## src/rtl/uart_rx.sv

```systemverilog
// 8N1 UART receiver: two-flop synchroniser, mid-bit sampling FSM, one-cycle
// valid / framing-error strobes. uart_rx_data holds the last well-framed byte.
module uart_rx #(
  parameter int CLK_HZ       = 50_000_000,
  parameter int BIT_RATE     = 9600,
  parameter int PAYLOAD_BITS = 8
) (
  input  logic                    clk,
  input  logic                    reset_n,
  input  logic                    uart_rx_en,
  input  logic                    uart_rxd,
  output logic [PAYLOAD_BITS-1:0] uart_rx_data,
  output logic                    uart_rx_valid,
  output logic                    uart_rx_frame_err,
  output logic                    uart_rx_busy
);

  localparam int CYCLES_PER_BIT = CLK_HZ / BIT_RATE;
  localparam int CW = $clog2(CYCLES_PER_BIT);
  localparam int BW = $clog2(PAYLOAD_BITS + 1);
  localparam logic [CW-1:0] C_HALF = CW'(CYCLES_PER_BIT / 2 - 1);
  localparam logic [CW-1:0] C_FULL = CW'(CYCLES_PER_BIT - 1);
  localparam logic [BW-1:0] B_LAST = BW'(PAYLOAD_BITS - 1);

  typedef enum logic [2:0] {
    S_IDLE      = 3'd0,
    S_START     = 3'd1,
    S_DATA      = 3'd2,
    S_STOP      = 3'd3,
    S_WAIT_IDLE = 3'd4
  } state_t;

  logic                    r_sync1;
  logic                    r_rxd_s;
  state_t                  r_state;
  logic [CW-1:0]           r_cyc;
  logic [BW-1:0]           r_bitn;
  logic [PAYLOAD_BITS-1:0] r_shift;
  logic [PAYLOAD_BITS-1:0] r_data;
  logic                    r_valid;
  logic                    r_ferr;
  logic                    r_busy;

  state_t                  w_state_nxt;
  logic [CW-1:0]           w_cyc_nxt;
  logic [BW-1:0]           w_bitn_nxt;
  logic [PAYLOAD_BITS-1:0] w_shift_nxt;
  logic [PAYLOAD_BITS-1:0] w_data_nxt;
  logic                    w_valid_nxt;
  logic                    w_ferr_nxt;

  // Two-flop synchroniser for the asynchronous serial line; resets to idle-high.
  always_ff @(posedge clk or negedge reset_n) begin
    if (!reset_n) begin
      r_sync1 <= 1'b1;
      r_rxd_s <= 1'b1;
    end else begin
      r_sync1 <= uart_rxd;
      r_rxd_s <= r_sync1;
    end
  end

  // Next-state, counter, shift-register and strobe logic.
  always_comb begin
    w_state_nxt = r_state;
    w_cyc_nxt   = r_cyc;
    w_bitn_nxt  = r_bitn;
    w_shift_nxt = r_shift;
    w_data_nxt  = r_data;
    w_valid_nxt = 1'b0;
    w_ferr_nxt  = 1'b0;
    if (!uart_rx_en) begin
      w_state_nxt = S_IDLE;
      w_cyc_nxt   = '0;
      w_bitn_nxt  = '0;
      w_shift_nxt = '0;
    end else begin
      case (r_state)
        S_IDLE: begin
          w_cyc_nxt = '0;
          if (!r_rxd_s) begin
            w_state_nxt = S_START;
          end else begin
            w_state_nxt = S_IDLE;
          end
        end
        S_START: begin
          if (r_cyc == C_HALF) begin
            w_cyc_nxt  = '0;
            w_bitn_nxt = '0;
            if (!r_rxd_s) begin
              w_state_nxt = S_DATA;
            end else begin
              w_state_nxt = S_IDLE;
            end
          end else begin
            w_cyc_nxt = r_cyc + CW'(1);
          end
        end
        S_DATA: begin
          if (r_cyc == C_FULL) begin
            // LSB arrives first, so each new bit enters at the MSB and shifts down
            w_shift_nxt = PAYLOAD_BITS'({r_rxd_s, r_shift} >> 1);
            w_cyc_nxt   = '0;
            if (r_bitn == B_LAST) begin
              w_bitn_nxt  = '0;
              w_state_nxt = S_STOP;
            end else begin
              w_bitn_nxt  = r_bitn + BW'(1);
            end
          end else begin
            w_cyc_nxt = r_cyc + CW'(1);
          end
        end
        S_STOP: begin
          if (r_cyc == C_FULL) begin
            w_cyc_nxt = '0;
            if (r_rxd_s) begin
              w_data_nxt  = r_shift;
              w_valid_nxt = 1'b1;
              w_state_nxt = S_IDLE;
            end else begin
              w_ferr_nxt  = 1'b1;
              w_state_nxt = S_WAIT_IDLE;
            end
          end else begin
            w_cyc_nxt = r_cyc + CW'(1);
          end
        end
        S_WAIT_IDLE: begin
          // a break holds the line low; report it once and wait for idle
          if (r_rxd_s) begin
            w_state_nxt = S_IDLE;
          end else begin
            w_state_nxt = S_WAIT_IDLE;
          end
        end
        default: begin
          w_state_nxt = S_IDLE;
          w_cyc_nxt   = '0;
          w_bitn_nxt  = '0;
        end
      endcase
    end
  end

  // State, counters and registered outputs.
  always_ff @(posedge clk or negedge reset_n) begin
    if (!reset_n) begin
      r_state <= S_IDLE;
      r_cyc   <= '0;
      r_bitn  <= '0;
      r_shift <= '0;
      r_data  <= '0;
      r_valid <= 1'b0;
      r_ferr  <= 1'b0;
      r_busy  <= 1'b0;
    end else begin
      r_state <= w_state_nxt;
      r_cyc   <= w_cyc_nxt;
      r_bitn  <= w_bitn_nxt;
      r_shift <= w_shift_nxt;
      r_data  <= w_data_nxt;
      r_valid <= w_valid_nxt;
      r_ferr  <= w_ferr_nxt;
      r_busy  <= (w_state_nxt != S_IDLE);
    end
  end

  assign uart_rx_data      = r_data;
  assign uart_rx_valid     = r_valid;
  assign uart_rx_frame_err = r_ferr;
  assign uart_rx_busy      = r_busy;

endmodule

```

## config.mk

```make
export PLATFORM = sky130hd
export DESIGN_NAME = uart_rx
export DESIGN_NICKNAME = d
export VERILOG_FILES = /design/src/rtl/uart_rx.sv
export SDC_FILE = /design/constraint.sdc
export NUM_CORES = 1
export LEC_CHECK = 0
export CAP_MARGIN = 20
export CORE_MARGIN = 2
export CORE_UTILIZATION = 45
export DETAILED_ROUTE_END_ITERATION = 10
export PLACE_DENSITY = 0.74
export SYNTH_ARGS = -nofsm -noshare
export SYNTH_HDL_FRONTEND = slang
export SYNTH_SLANG_ARGS = --single-unit
```

## constraint.sdc

```tcl
create_clock -name clk -period 4.65 [get_ports clk]
set_input_delay 0.465 -clock clk [delete_from_list [all_inputs] [get_ports clk]]
set_output_delay 0.465 -clock clk [all_outputs]
set_load 0.01 [all_outputs]
```

## Word-level counts from Yosys, hierarchy flattened

Cells that the tools add are included.

| word-level totals | value |
|---|---|
| register bits | 41 |
| input bits | 4 |
| output and inout port bits | 11 |
| word-level logic and storage cells | 61 |

| operators by class | value |
|---|---|
| $add $sub $neg | 2 |
| eq/ne operators | 13 |
| mux-type cells | 29 |
| reduce and logical (&&, ||, !) cells | 7 |

Operators by type and width:

| kind | count |
|---|---|
| $mux W13 | 3 |
| $pmux W13 S3 | 1 |
| $mux W8 | 3 |
| $mux W3 | 6 |
| $mux W4 | 4 |
| $pmux W3 S5 | 1 |
| $add A13 B1 Y13 const B | 1 |
| $eq A13 B12 Y1 const B | 1 |
| $eq A13 B13 Y1 const B | 1 |
| $pmux W4 S3 | 1 |
| $mux W1 | 9 |
| $eq A3 B2 Y1 const B | 2 |
| $ne A3 B3 Y1 const B | 2 |
| $add A4 B1 Y4 const B | 1 |
| $eq A4 B3 Y1 const B | 1 |
| $ne A2 B1 Y1 const B | 2 |
| $ne A2 B2 Y1 const B | 2 |
| $reduce_and A4 Y1 | 1 |
| $eq A3 B1 Y1 const B | 1 |
| $eq A3 B3 Y1 const B | 1 |
| $logic_not A3 Y1 | 1 |
| $reduce_and A3 Y1 | 1 |
| $reduce_bool A3 Y1 | 1 |
| $reduce_or A3 Y1 | 1 |
| 3 further kinds | 3 |

## Longest topological paths before layout

Gate-level depths: netlist of run 1.

| logic depth | value |
|---|---|
| depth after elaboration | 6 |
| mapped depth | 8 |
| depth with buffers taken out | 6 |

## Least setup slack after synthesis of run 1

OpenSTA, ideal clock, no wires.

| path | value |
|---|---|
| path kind | register to register |
| start point | register r_cyc[0] |
| end point | register r_data[0] (netlist: uart_rx_data[0]) |
| arrival | 1909 ps |
| setup slack | 2616 ps |
| cell stages (with the launch flop) | 9 |
| path buffers | 2 |
| clock period less this slack | 2034 ps |
| path through | dfrtp_1 ha_1 and4bb_1 and3_4 buf_6 and3_1 and3_1 buf_6 mux2_4 |

| between the ends | value |
|---|---|
| word-level cells in the longest chain between the ends | 2 |

RTL lines:

| item | RTL line | text |
|---|---|---|
| from (decl) | 36 | `logic [CW-1:0] r_cyc;` |
| from (signal assigned) | 160 | `r_cyc <= w_cyc_nxt;` |
| $eq A13 B13 Y1 | 116 | `if (r_cyc == C_FULL) begin` |
| $reduce_and A4 Y1 (no line) | - |  |
| to (signal assigned) | 163 | `r_data <= w_data_nxt;` |
| to (decl) | 39 | `logic [PAYLOAD_BITS-1:0] r_data;` |

Every way passes these cells.
A chain may end at the register's enable or synchronous reset.

## Final worst setup path of run 1

| path | value |
|---|---|
| start point | register r_cyc[0] |
| end point | register r_cyc[4] |

| between the ends | value |
|---|---|
| word-level cells in the longest chain between the ends | 4 |
| elaborated cells on any way between the ends | 7 |
| those cells by class | add/sub: 1; eq/ne: 2; mux: 4 |

RTL lines:

| item | RTL line | text |
|---|---|---|
| $add A13 B1 Y13, or another cell as far along | 97, 112, 127 |  |
| $mux W13 (on tied branches) | 101, 116, 88 |  |
| $pmux W13 S3 * | 78 | `case (r_state)` |
| $mux W13 * | 72 | `if (!uart_rx_en) begin` |

Mark *: on every way between the ends. The rest lies on a longest branch, timed or not.

==> impl_metrics.csv, run 1 <==
group,metric,value,unit
status,status,"complete, no violations",
yosys,synth-main-ff-cell,"dfrtp_1",
clock_network,cts-root-buf,"clkbuf_8",
clock_network,clock_path_buffers,2,
detailed_routing,first_pass_iters,4,
timing,final-hold-violation-count,0,
timing,fin_skew,0.00213,ns
timing,finalCritPeriodShare,57.8,%
clock_network,clk_latency,0.29,ns
timing,relSlewSlack,37.3,%
placement,dpl.hpwl,2.45,mm
critical_path,cp_data_required_time,4.83,ns
critical_path,worstPathArrival,2.87,ns
timing,fin_crit,2.69,ns
timing,fmax,0.372,GHz
pwr,ir_drop,0.163,mV
detailed_routing,wl,3.62,mm
critical_path,worstRegToRegCells,6,
timing,setup_tns,0,ns
yosys,synth_edf_count,0,
timing,rsz0062_at_grt,"no",
final_layout,num-fill-cells,361,
detailed_routing,routed-via-count,1435,
clock_network,ctsHoldBuffers,0,
clock_network,numCtsBuffers,5,
floorplanning,die_area,5080,um^2
critical_path,startpoint_type,"register",
grt,grt_pass1_vias,1322,
yosys,syn-num-nets,193,
timing,worst_pin_slew,0.940,ns
detailed_routing,drt_first_iter_violations,96,
final_layout,fin_util,52.9,%
detailed_routing,wl_per_cell,14.2,um
pwr,power_leakage,0.00110,uW
grt,antenna_found_initial,0,
critical_path,path_max_fanout,23,
run,maxCapViolCount,0,
floorplanning,rows,24,
yosys,synthArstFlopShare,100,%
yosys,synthesis.area,2040,um^2
detailed_routing,detail-route-antenna-nets,0,
clock_network,cts.sinks,41,
grt,grt_pass1_wl,6.28,mm
floorplanning,core,4350,um^2
grt,grt_max_degree,42,
final_layout,nNetsFinal,208,
clock_network,clkTransAtPathRegs,0.08,ns
floorplanning,start_util,46.8,%
critical_path,path_class,"reg2reg",
floorplanning,die_y,71.3,um
grt,grt_use_total,15.8,%
yosys,synth-seq-cells,41,
clock_network,cts_tree,"built",
yosys,ys_seq_area_share,50.5,%
final_layout,drive_gt1_share,12.3,%
critical_path,r2r_end,"r_cyc[4]",
timing,finalSetupViolations,0,
yosys,netlist-cell-type-count,40,
detailed_routing,viasPerCell,5.63,
placement,gp_congestion,0.748,
detailed_routing,drc_errors,0,
hold_path,hp-class,"in2async",
final_layout,area_delta_synth_final,13.0,%
timing,hold_slack,0.288,ns
floorplanning,die_w,71.3,um
clock_network,h-tree-depth,2,
timing,timing.final.max_slew_violations,0,
yosys,yosys_warnings,0,
clock_network,post_cts_buffers,0,
pwr,p_per_area,281,nW/um^2
critical_path,reg2reg_setup_slack,1.96,ns
yosys,post_synth.cell_area_avg,10.9,um^2
yosys,syn_inst,187,
critical_path,r2r-start,"r_cyc[0]",
critical_path,critPathCaptureType,"register",
final_layout,diodes,0,
floorplanning,num_io_pins,15,
grt,gr-total-overflow,0,
placement,portBuffers,14,
clock_network,ctsResizeCount,0,
==> cells by family (layout without fill, tap and decap cells) <==
logic type / Yosys count / count (layout) / share of synthesized area, %
fa+ha+maj: 2 / 2 / 1.23
simple gates: 82 / 82 / 23.3
buf+inv: 12 / 28 / 3.07
xor+xnor: 1 / 1 / 0.430
compound gates: 30 / 30 / 10.1
mux: 19 / 19 / 11.3
flops: 41 / 41 / 50.5
==> registers in the layout (all words and copies together), names as in the netlist <==
| register | flops |
|---|---|
| r_cyc | 13 |
| r_bitn | 4 |
| r_sync1 | 1 |
| uart_rx_data | 8 |
| uart_rx_valid | 1 |
| r_shift | 8 |
| uart_rx_busy | 1 |
| r_rxd_s | 1 |
| uart_rx_frame_err | 1 |
| r_state | 3 |
==> how the worst max path moves through the flow <==
| stage | startpoint | depth (start not counted) | end | slack, ns |
|---|---|---|---|---|
| after floorplan | r_cyc[0] | 8 | uart_rx_data[0] | 2.62 |
| after global placement | uart_rx_en | 6 | r_cyc[11] | 2.05 |
| after detailed placement | uart_rx_en | 6 | r_cyc[4] | 2.03 |
| after CTS | r_cyc[0] | 6 | r_cyc[10] | 2.07 |
| after global routing | r_cyc[0] | 6 | r_cyc[9] | 1.70 |
| final | r_cyc[0] | 6 | r_cyc[4] | 1.96 |
==> through the flow <==
| stage | cells | cell area (um^2) | worst slack [ns] | power, uW |
|---|---|---|---|---|
| after floorplan | 187 | 2040 | 2.62 | 384 |
| after global placement | 247 | 2200 | 2.05 | 397 |
| after detailed placement | 247 | 2200 | 2.03 | 397 |
| after CTS | 255 | 2300 | 2.07 | 658 |
| after global routing | 255 | 2300 | 1.70 | 680 |
| final | 255 | 2300 | 1.96 | 647 |
==> layout make-up <==
type                       instances  area (um^2)  area share (%)
clock inverter                     1         8.76           0.380
clock buffer                       7         96.3            4.18
tap                               52         65.1            2.83
inverter                           6         22.5           0.978
timing repair buffer              14          135            5.87
multi-input combinational        134          946            41.1
sequential                        41         1030            44.7
==> synth_stat cells, drive strengths merged (5+ instances only) <==
| cell type | n | area (um^2) |
|---|---|---|
| o21ai | 10 | 50.0 |
| mux2 | 8 | 120 |
| nand4 | 5 | 31.3 |
| nor3b | 6 | 45.0 |
| and3 | 7 | 48.8 |
| dfrtp | 39 | 976 |
| mux2i | 11 | 110 |
| nand2 | 9 | 33.8 |
| and4bb | 5 | 62.6 |
| a21o | 8 | 60.1 |
| nand3 | 14 | 70.1 |
| inv | 5 | 18.8 |
| nor2 | 16 | 60.1 |
==> layer usage <==
metal / vias up / GRT usage [%] / part of all wire, %
met5: - / 0 / 0
met4: 0 / 6.29 / 0.91
met3: 2 / 3.94 / 2.7
met2: 19 / 22.7 / 45
met1: 703 / 22.9 / 52
li1: 711 / - / -
==> where the power goes <==
group	internal, uW	switching [uW]
Combinational	8.67	16.8
Sequential	360	3.98
Clock	137	120
Total	506	141
==> worst max-delay path: stages (launching register included) <==
cell,delay (ns)
dfrtp_1,0.39
ha_1,0.26
nor4b_1,0.51
nand3_1,0.18
a32oi_2,0.82
o21ai_0,0.21
a21o_1,0.21
==> placed cells by master (no fill, tap or decap), types with 3 or more instances in the layout <==
master           count
inv_1                5
nor2_1              16
nor4_1               3
and4bb_2             3
and3_1               6
mux2i_1             11
o21ai_0              9
nand3_1             14
nor2b_1              4
dfrtp_1             39
nand2b_1             4
nand4_1              5
nor3_1               4
a21o_1               8
clkbuf_8             7
nor3b_1              6
mux2_4               8
nand2_1              9
clkdlybuf4s50_1     13
No activity file was read; power rests on OpenSTA's default activity.
==> inputs of run 2 (changes only) <==
PLACE_DENSITY = 0.76   (was 0.74)
clock period = 2.2 ns   (was 4.65 ns; I/O delays follow)
==> impl_metrics.csv, run 2 (synthesis results as in run 1) <==
group,metric,value,unit
status,status,"complete, no violations",
floorplanning,die_area,5080,um^2
timing,relSlewSlack,60.3,%
clock_network,cts-root-buf,"clkbuf_8",
clock_network,h-tree-depth,2,
placement,portBuffers,14,
critical_path,worstPathArrival,2.21,ns
final_layout,diodes,0,
floorplanning,core,4350,um^2
pwr,ir_drop,0.377,mV
final_layout,final_cells,272,
floorplanning,die_y,71.3,um
final_layout,largest_register_ffs,13,
timing,finalCritPeriodShare,92.3,%
detailed_routing,drc_errors,0,
critical_path,worstRegToRegCells,6,
timing,rsz0062_at_grt,"no",
timing,fin_skew,0.00718,ns
clock_network,post_cts_buffers,0,
timing,fmax,0.492,GHz
grt,grt_pass1_wl,7.36,mm
detailed_routing,wl,4.17,mm
grt,grt_pass1_vias,1554,
final_layout,drive_gt1_share,20.0,%
clock_network,clk_latency,0.30,ns
grt,grt_max_degree,28,
critical_path,startpoint_type,"register",
detailed_routing,first_pass_iters,5,
hold_path,hold_depth,1,
detailed_routing,detail-route-antenna-nets,0,
clock_network,clock_path_buffers,2,
final_layout,top_register,"r_cyc",
floorplanning,num_io_pins,15,
pwr,p_per_area,547,nW/um^2
floorplanning,rows,24,
clock_network,cts.sinks,41,
floorplanning,die_w,71.3,um
critical_path,path_class,"reg2reg",
detailed_routing,wl_per_cell,15.3,um
clock_network,clkTransAtPathRegs,0.07,ns
detailed_routing,routed-via-count,1544,
pwr,post-layout-total-power,1340,uW
detailed_routing,drt_first_iter_violations,162,
detailed_routing,viasPerCell,5.68,
timing,setup_tns,0,ns
hold_path,hp-class,"in2reg",
final_layout,mostFrequentLayoutCell,"dfrtp_1",
placement,placedCellCount,264,
placement,placed_cell_area,2340,um^2
placement,pre_cts_ws,0.00776,ns
final_layout,nNetsFinal,226,
timing,setup_ws,0.169,ns
placement,dpl.hpwl,2.91,mm
critical_path,cp_data_required_time,2.38,ns
pwr,power_leakage,0.00118,uW
grt,gr-total-overflow,0,
critical_path,critPathCaptureType,"register",
timing,worst_pin_slew,0.596,ns
final_layout,final_cell_mix,"dfrtp_1 (39), nor2_1 (16), buf_4 (16)",
grt,antenna_found_initial,0,
final_layout,area_delta_synth_final,20.1,%
clock_network,numCtsBuffers,5,
clock_network,cts_tree,"built",
run,maxCapViolCount,0,
final_layout,post-route-cell-area,2450,um^2
timing,fin_crit,2.03,ns
floorplanning,start_util,46.8,%
timing,timing.final.max_slew_violations,0,
placement,gp_congestion,0.942,
timing,finalSetupViolations,0,
critical_path,path_max_fanout,9,
grt,grt_use_total,18.6,%
timing,final-hold-violation-count,0,
## run 2: cell count changes in the layout (fill, tap and decap cells not counted), sizes merged
cell / delta
buf: +17
dlygate4sd3: +1
inv: -1
clkbuf: -1
clkinvlp: +1
## run 2: final timing paths
path                                    to      from  slack, ns
hold reg to reg                    r_rxd_s   r_sync1       0.36
setup reg to reg           uart_rx_data[3]  r_cyc[0]       0.17
setup / recovery           uart_rx_data[3]  r_cyc[0]       0.17
max in group asynchronous         r_cyc[7]   reset_n       1.19
min in group asynchronous  uart_rx_data[4]   reset_n       0.46
hold / removal                     r_sync1  uart_rxd       0.33
## run 2: what timing repair did
action / 4_1_cts / 5_1_grt
gates resized for setup: 2 / 1
setup endpoints to repair: 7 / 1
cloned: 0 / 0
hold endpoints to repair: 23 / 0
hold buffers: 1 / 0
pin swaps: 0 / 3
## run 2: stage by stage
step           hold WS [ns]  util, %
4_1_cts               0.315     56.1
3_3_place_gp          0.252     53.7
6_report              0.328     56.2
3_5_place_dp          0.262     53.7
5_1_grt               0.331     56.2
2_1_floorplan       -0.0756        -
## run 2: worst max-delay path, cell delays in order, from the launching register on
cell,delay (ns)
dfrtp_1,0.39
ha_2,0.21
and4bb_1,0.23
and3_4,0.19
and3_1,0.18
and3_2,0.38
mux2_4,0.33
## run 2: layout make-up
type	count	area, um^2
multi-input cells	134	956
well taps	52	65.1
fillers	336	1910
inverters	6	22.5
repair buffers	32	285
flip-flops and latches	41	1030
clock inverters	1	7.51
clock buffers	6	82.6
## run 2: layer usage
layer | up-vias | share of wire [%] | GRT usage (%)
met5 | - | 0 | 0
met2 | 32 | 45 | 26.7
met3 | 6 | 4.0 | 3.94
met1 | 757 | 49 | 27.7
li1 | 749 | - | -
met4 | 0 | 1.7 | 7.34
## run 2: power by group
part           leakage (uW)  switching (uW)  internal, uW
Combinational      0.000576            39.2          26.8
Clock             0.0000433             255           248
Sequential         0.000562            8.10           762
==> RTL change 1: new RTL, config.mk and constraints of run 2 <==
Re-encode `state_t` (5 states) as Gray code, 3 bits wide.
--- a/src/rtl/uart_rx.sv
+++ b/src/rtl/uart_rx.sv
@@ -24,9 +24,9 @@
 
   typedef enum logic [2:0] {
-    S_IDLE      = 3'd0,
-    S_START     = 3'd1,
-    S_DATA      = 3'd2,
-    S_STOP      = 3'd3,
-    S_WAIT_IDLE = 3'd4
+    S_IDLE      = 3'b000,
+    S_START     = 3'b001,
+    S_DATA      = 3'b011,
+    S_STOP      = 3'b010,
+    S_WAIT_IDLE = 3'b110
   } state_t;
 
Function: no difference found for any inputs over 10 cycles, from zero or initial values and one cycle with reset_n low; not proved beyond that.
==> RTL change 1 against run 2 <==
- setup slack improved by 0.046 ns
- synthesized area rose by 3.1%
- sequential power barely moved
- first-iteration DRC count fell by 54%
- sequential cell count did not move
- routed wire length fell by 8.7%
- cell area fell by 0.66%
- cell count fell by 5.1%
- hold slack got worse by 0.29 ns
- total power rose by 17%
- largest cell class unchanged
- largest power group unchanged
==> RTL change 1: results (changes against run 2) <==
stage;metric;value;unit;change
clock_tree;clk_latency;0.30;ns;about the same
clock_tree;root_buffer;clkbuf_8;;unchanged
final_layout;nFillCells;387;;was 336
timing;slew_viol_final;0;;unchanged
global_route;grt_max_degree;42;;was 28
timing;finalClockSkew;0.0128;ns;was 0.00718 ns
route;wire_per_inst;14.7;µm;was 15.3 µm
clock_tree;cts_buffer_depth;2;;unchanged
route;viasPerCell;5.45;;was 5.68
clock_tree;numCtsBuffers;5;;unchanged
synthesis;synth_area_leaders;dfrtp_1, mux2i_1, nor2_1, mux2_2, a2bb2oi_4;;was dfrtp_1, mux2_4, mux2i_1, nand3_1, a21o_1
worst_hold_path;hold_class;primary input to asynchronous set/reset pin;;was primary input to flip-flop
synthesis;yosysWarnings;0;;unchanged
final_layout;drive_gt1_share;18.4;%;was 20.0%
worst_setup_path;r2r_slack;0.21;ns;was 0.17 ns
clock_tree;clk_pin_slew;0.08;ns;
final_layout;largest_reg_flops;13;;unchanged
route;drtIter0Drc;75;;was 162
final_layout;antennaDiodeCount;0;;unchanged
route;drt_first_pass_iters;4;;was 5
placed_design;portBuffers;14;;unchanged
clock_tree;cts_resized;0;;was 2
worst_setup_path;crit_path_top_delay_cell;nor3_4;;was dfrtp_1
placed_design;gp_congestion;0.820;;was 0.942
worst_setup_path;arrival;2.18;ns;was 2.21 ns
worst_setup_path;crit_fanout;8;;was 9
synthesis;synth_common_cells;dfrtp_1, nor2_1, mux2i_1, nand2_1, mux2_2;;was dfrtp_1, nor2_1, nand3_1
timing;relSlewSlack;40.8;%;was 60.3%
pwr;ir_drop;0.491;mV;was 0.377 mV
placed_design;dp_hpwl;2.60;mm;was 2.91 mm
synthesis;syn-num-nets;192;;was 193
run_status;status;complete, no violations;;unchanged
synthesis;netlist-cell-type-count;51;;was 40
clock_tree;post-cts-setup-buffers;0;;unchanged
synthesis;seq_area_frac_synth;49.0;%;was 50.5%
clock_tree;htree_levels;2;;unchanged
pwr;p_leak;1.03;nW;was 1.18 nW
final_layout;layout.nets;211;;was 226
global_route;grt_pass1_wl;6.60;mm;was 7.36 mm
final_layout;top_register;r_cyc;;unchanged
synthesis;async_flop_share;100;%;unchanged
global_route;antenna_found_initial;0;;unchanged
worst_setup_path;cp_slowest_stage_delay;0.41;ns;was 0.39 ns
synthesis;ys.flop_type;dfrtp_1;;unchanged
global_route;grt.total_usage;16.6;%;was 18.6%
-- RTL change 1: cell count changes after synthesis, sizes merged, moves of 4 or more --
cell | before | now
nor2 | 16 | 27
nand3 | 14 | 7
a21o | 8 | 1
nor3b | 6 | 2
and3 | 7 | 2
xor2 | 0 | 5
o21ai | 10 | 2
-- RTL change 1: final timing paths --
kind / to / cells past startpoint / startpoint
min in group clk: r_sync1$_DFF_PN1_ / 1 / uart_rxd
hold / removal: r_cyc[2]$_DFFE_PN0P_ / 1 / reset_n
setup / recovery: uart_rx_data[5]$_DFFE_PN0P_ / 5 / r_cyc[0]$_DFFE_PN0P_
setup reg to reg: uart_rx_data[5]$_DFFE_PN0P_ / 5 / r_cyc[0]$_DFFE_PN0P_
hold reg to reg: r_rxd_s$_DFF_PN1_ / 0 / r_sync1$_DFF_PN1_
max in group asynchronous: r_cyc[6]$_DFFE_PN0P_ / 1 / reset_n
-- RTL change 1: per-layer routing --
metal	up-vias	routed length, µm	share of wire [%]	global-route usage, %
li1	698	-	-	-
met1	678	1840	48	22.7
met2	22	1750	46	24.7
met3	7	137	3.6	4.86
met4	0	69	1.8	6.71
met5	-	0	0	0
-- RTL change 1: cell type report --
type	count	area, µm²	area share, %
Tap cell	52	65.1	2.68
Sequential cell	41	1030	42.3
Multi-Input combinational cell	133	1010	41.6
Clock inverter	3	68.8	2.83
Clock buffer	5	68.8	2.83
Inverter	6	22.5	0.926
Timing Repair Buffer	18	165	6.79
-- RTL change 1: per-stage QoR --
stage                     area [µm²]  instances  utilization (%)  worst slack, ns  hold WS (ns)
after global placement          2290        250             52.0            0.261         0.346
after detailed placement        2290        250             52.0            0.246         0.349
after CTS                       2430        258             55.1            0.216        0.0590
after floorplan                 2100        186                -            0.444       -0.0756
after global routing            2430        258             55.1           0.0972         0.123
final                           2430        258             55.1            0.215        0.0392
-- RTL change 1: report_power, final --
part	switching, mW	leakage, nW	internal [mW]	total [mW]
clock network	0.273	0.0687	0.457	0.729
registers	0.0106	0.562	0.762	0.772
logic	0.0368	0.402	0.0218	0.0587
total	0.320	1.03	1.24	1.56
-- RTL change 1: kinds of logic after synthesis --
logic type | synth area share [%]
xor+xnor | 3.75
compound gates | 8.52
simple gates | 24.1
mux | 10.6
fa+ha+maj | 1.19
flops | 49.0
buf+inv | 2.80
-- RTL change 1: critical path, delay by kind of cell, from the launching register on --
| kind | cells | cell delay, ns |
|---|---|---|
| adders and majority gates | 1 | 0.21 |
| and+or+nand+nor | 3 | 0.88 |
| muxes | 1 | 0.39 |
| DFF | 1 | 0.40 |
==> RTL change 2: new RTL, flow settings as in run 2 <==
Made on the original files. Change the parameter `CLK_HZ` from 50_000_000 to 12_500_000.
--- a/src/rtl/uart_rx.sv
+++ b/src/rtl/uart_rx.sv
@@ -2,5 +2,5 @@
 // valid / framing-error strobes. uart_rx_data holds the last well-framed byte.
 module uart_rx #(
-  parameter int CLK_HZ       = 50_000_000,
+  parameter int CLK_HZ       = 12_500_000,
   parameter int BIT_RATE     = 9600,
   parameter int PAYLOAD_BITS = 8
Check against the original RTL: no difference found for any inputs over 10 cycles, from zero or initial values and one cycle with reset_n low; that may be too few to reach the edited logic, so the function may still have changed.
==> RTL change 2 against run 2 <==
- combinational power increased by 23%
- cell count up 3.7%
- core utilization shrank 4.6 points
- routed wire length up 0.79%
- count of clock-buffer cells in the layout unchanged
- sequential cell count is 2 lower
- cell area is 1.7% lower
- synthesized area grew 5.7%
- setup slack improved by 0.11 ns
- largest power group unchanged
- total power is 1.5% lower
==> RTL change 2: results (changes against run 2) <==
stage;metric;value;unit;change
global_route;met1_usage;24.6;%;was 27.7%
synthesis;syn-num-nets;221;;was 193
synthesis;synth_common_cells;dfrtp_1, nand2_1, nand3_1;;was dfrtp_1, nor2_1, nand3_1
clock_tree;cts_resized;0;;was 2
worst_setup_path;r2r_slack;0.28;ns;was 0.17 ns
global_route;grt_pass1_vias;1594;;was 1554
worst_setup_path;timing.rr.end;uart_rx_data[2]$_DFFE_PN0P_;;was uart_rx_data[3]$_DFFE_PN0P_
global_route;grt.total_usage;17.8;%;was 18.6%
final_layout;drive_gt1_share;16.7;%;was 20.0%
route;viasPerCell;5.95;;was 5.68
final_layout;layout.nets;235;;was 226
route;m1WireLength;1.99;mm;was 2.05 mm
route;wire_per_inst;14.9;µm;was 15.3 µm
run_status;status;complete, no violations;;unchanged
global_route;grt_pass1_wl;7.46;mm;was 7.36 mm
route;dr_wl_met2;1.96;mm;was 1.89 mm
worst_setup_path;cp_slowest_stage_delay;0.43;ns;was 0.39 ns
clock_tree;hold_buffers;0;;was 1
global_route;use_met2;27.7;%;was 26.7%
placed_design;placed_cells;274;;was 264
final_layout;largest_reg_flops;11;;was 13
final_layout;nFillCells;425;;was 336
timing;hold_ws;0.0368;ns;was 0.328 ns
placed_design;dpl-instance-area;2320;µm²;was 2340 µm²
synthesis;synth_xor_area_share;0;%;was 0.430%
synthesis;netlist-cell-type-count;52;;was 40
-- RTL change 2: cell types whose count changed after synthesis, sizes merged, moves of 3 or more --
cell / delta
nor3b: -6
and3: -4
o21bai: +3
o21ai: +7
a21o: -8
buf: +3
mux2i: -8
nand2b: -3
a22oi: +3
nand2: +13
o22ai: +4
a21boi: +8
inv: +5
-- RTL change 2: power groups by stage --
| stage | Combinational (mW) | Sequential, mW | Clock, mW |
|---|---|---|---|
| after floorplan | 0.0540 | 0.762 | 0 |
| after global placement | 0.0810 | 0.770 | 0 |
| after detailed placement | 0.0827 | 0.770 | 0 |
| after CTS | 0.0829 | 0.756 | 0.494 |
| after global routing | 0.0933 | 0.761 | 0.517 |
| final | 0.0812 | 0.757 | 0.480 |
-- RTL change 2: final cells by class --
type | count | share of cell area, %
inverters | 10 | 1.56
flip-flops and latches | 39 | 40.7
clock inverters | 2 | 0.520
repair buffers | 18 | 6.86
clock buffers | 6 | 3.02
well taps | 54 | 2.81
multi-input cells | 153 | 44.6
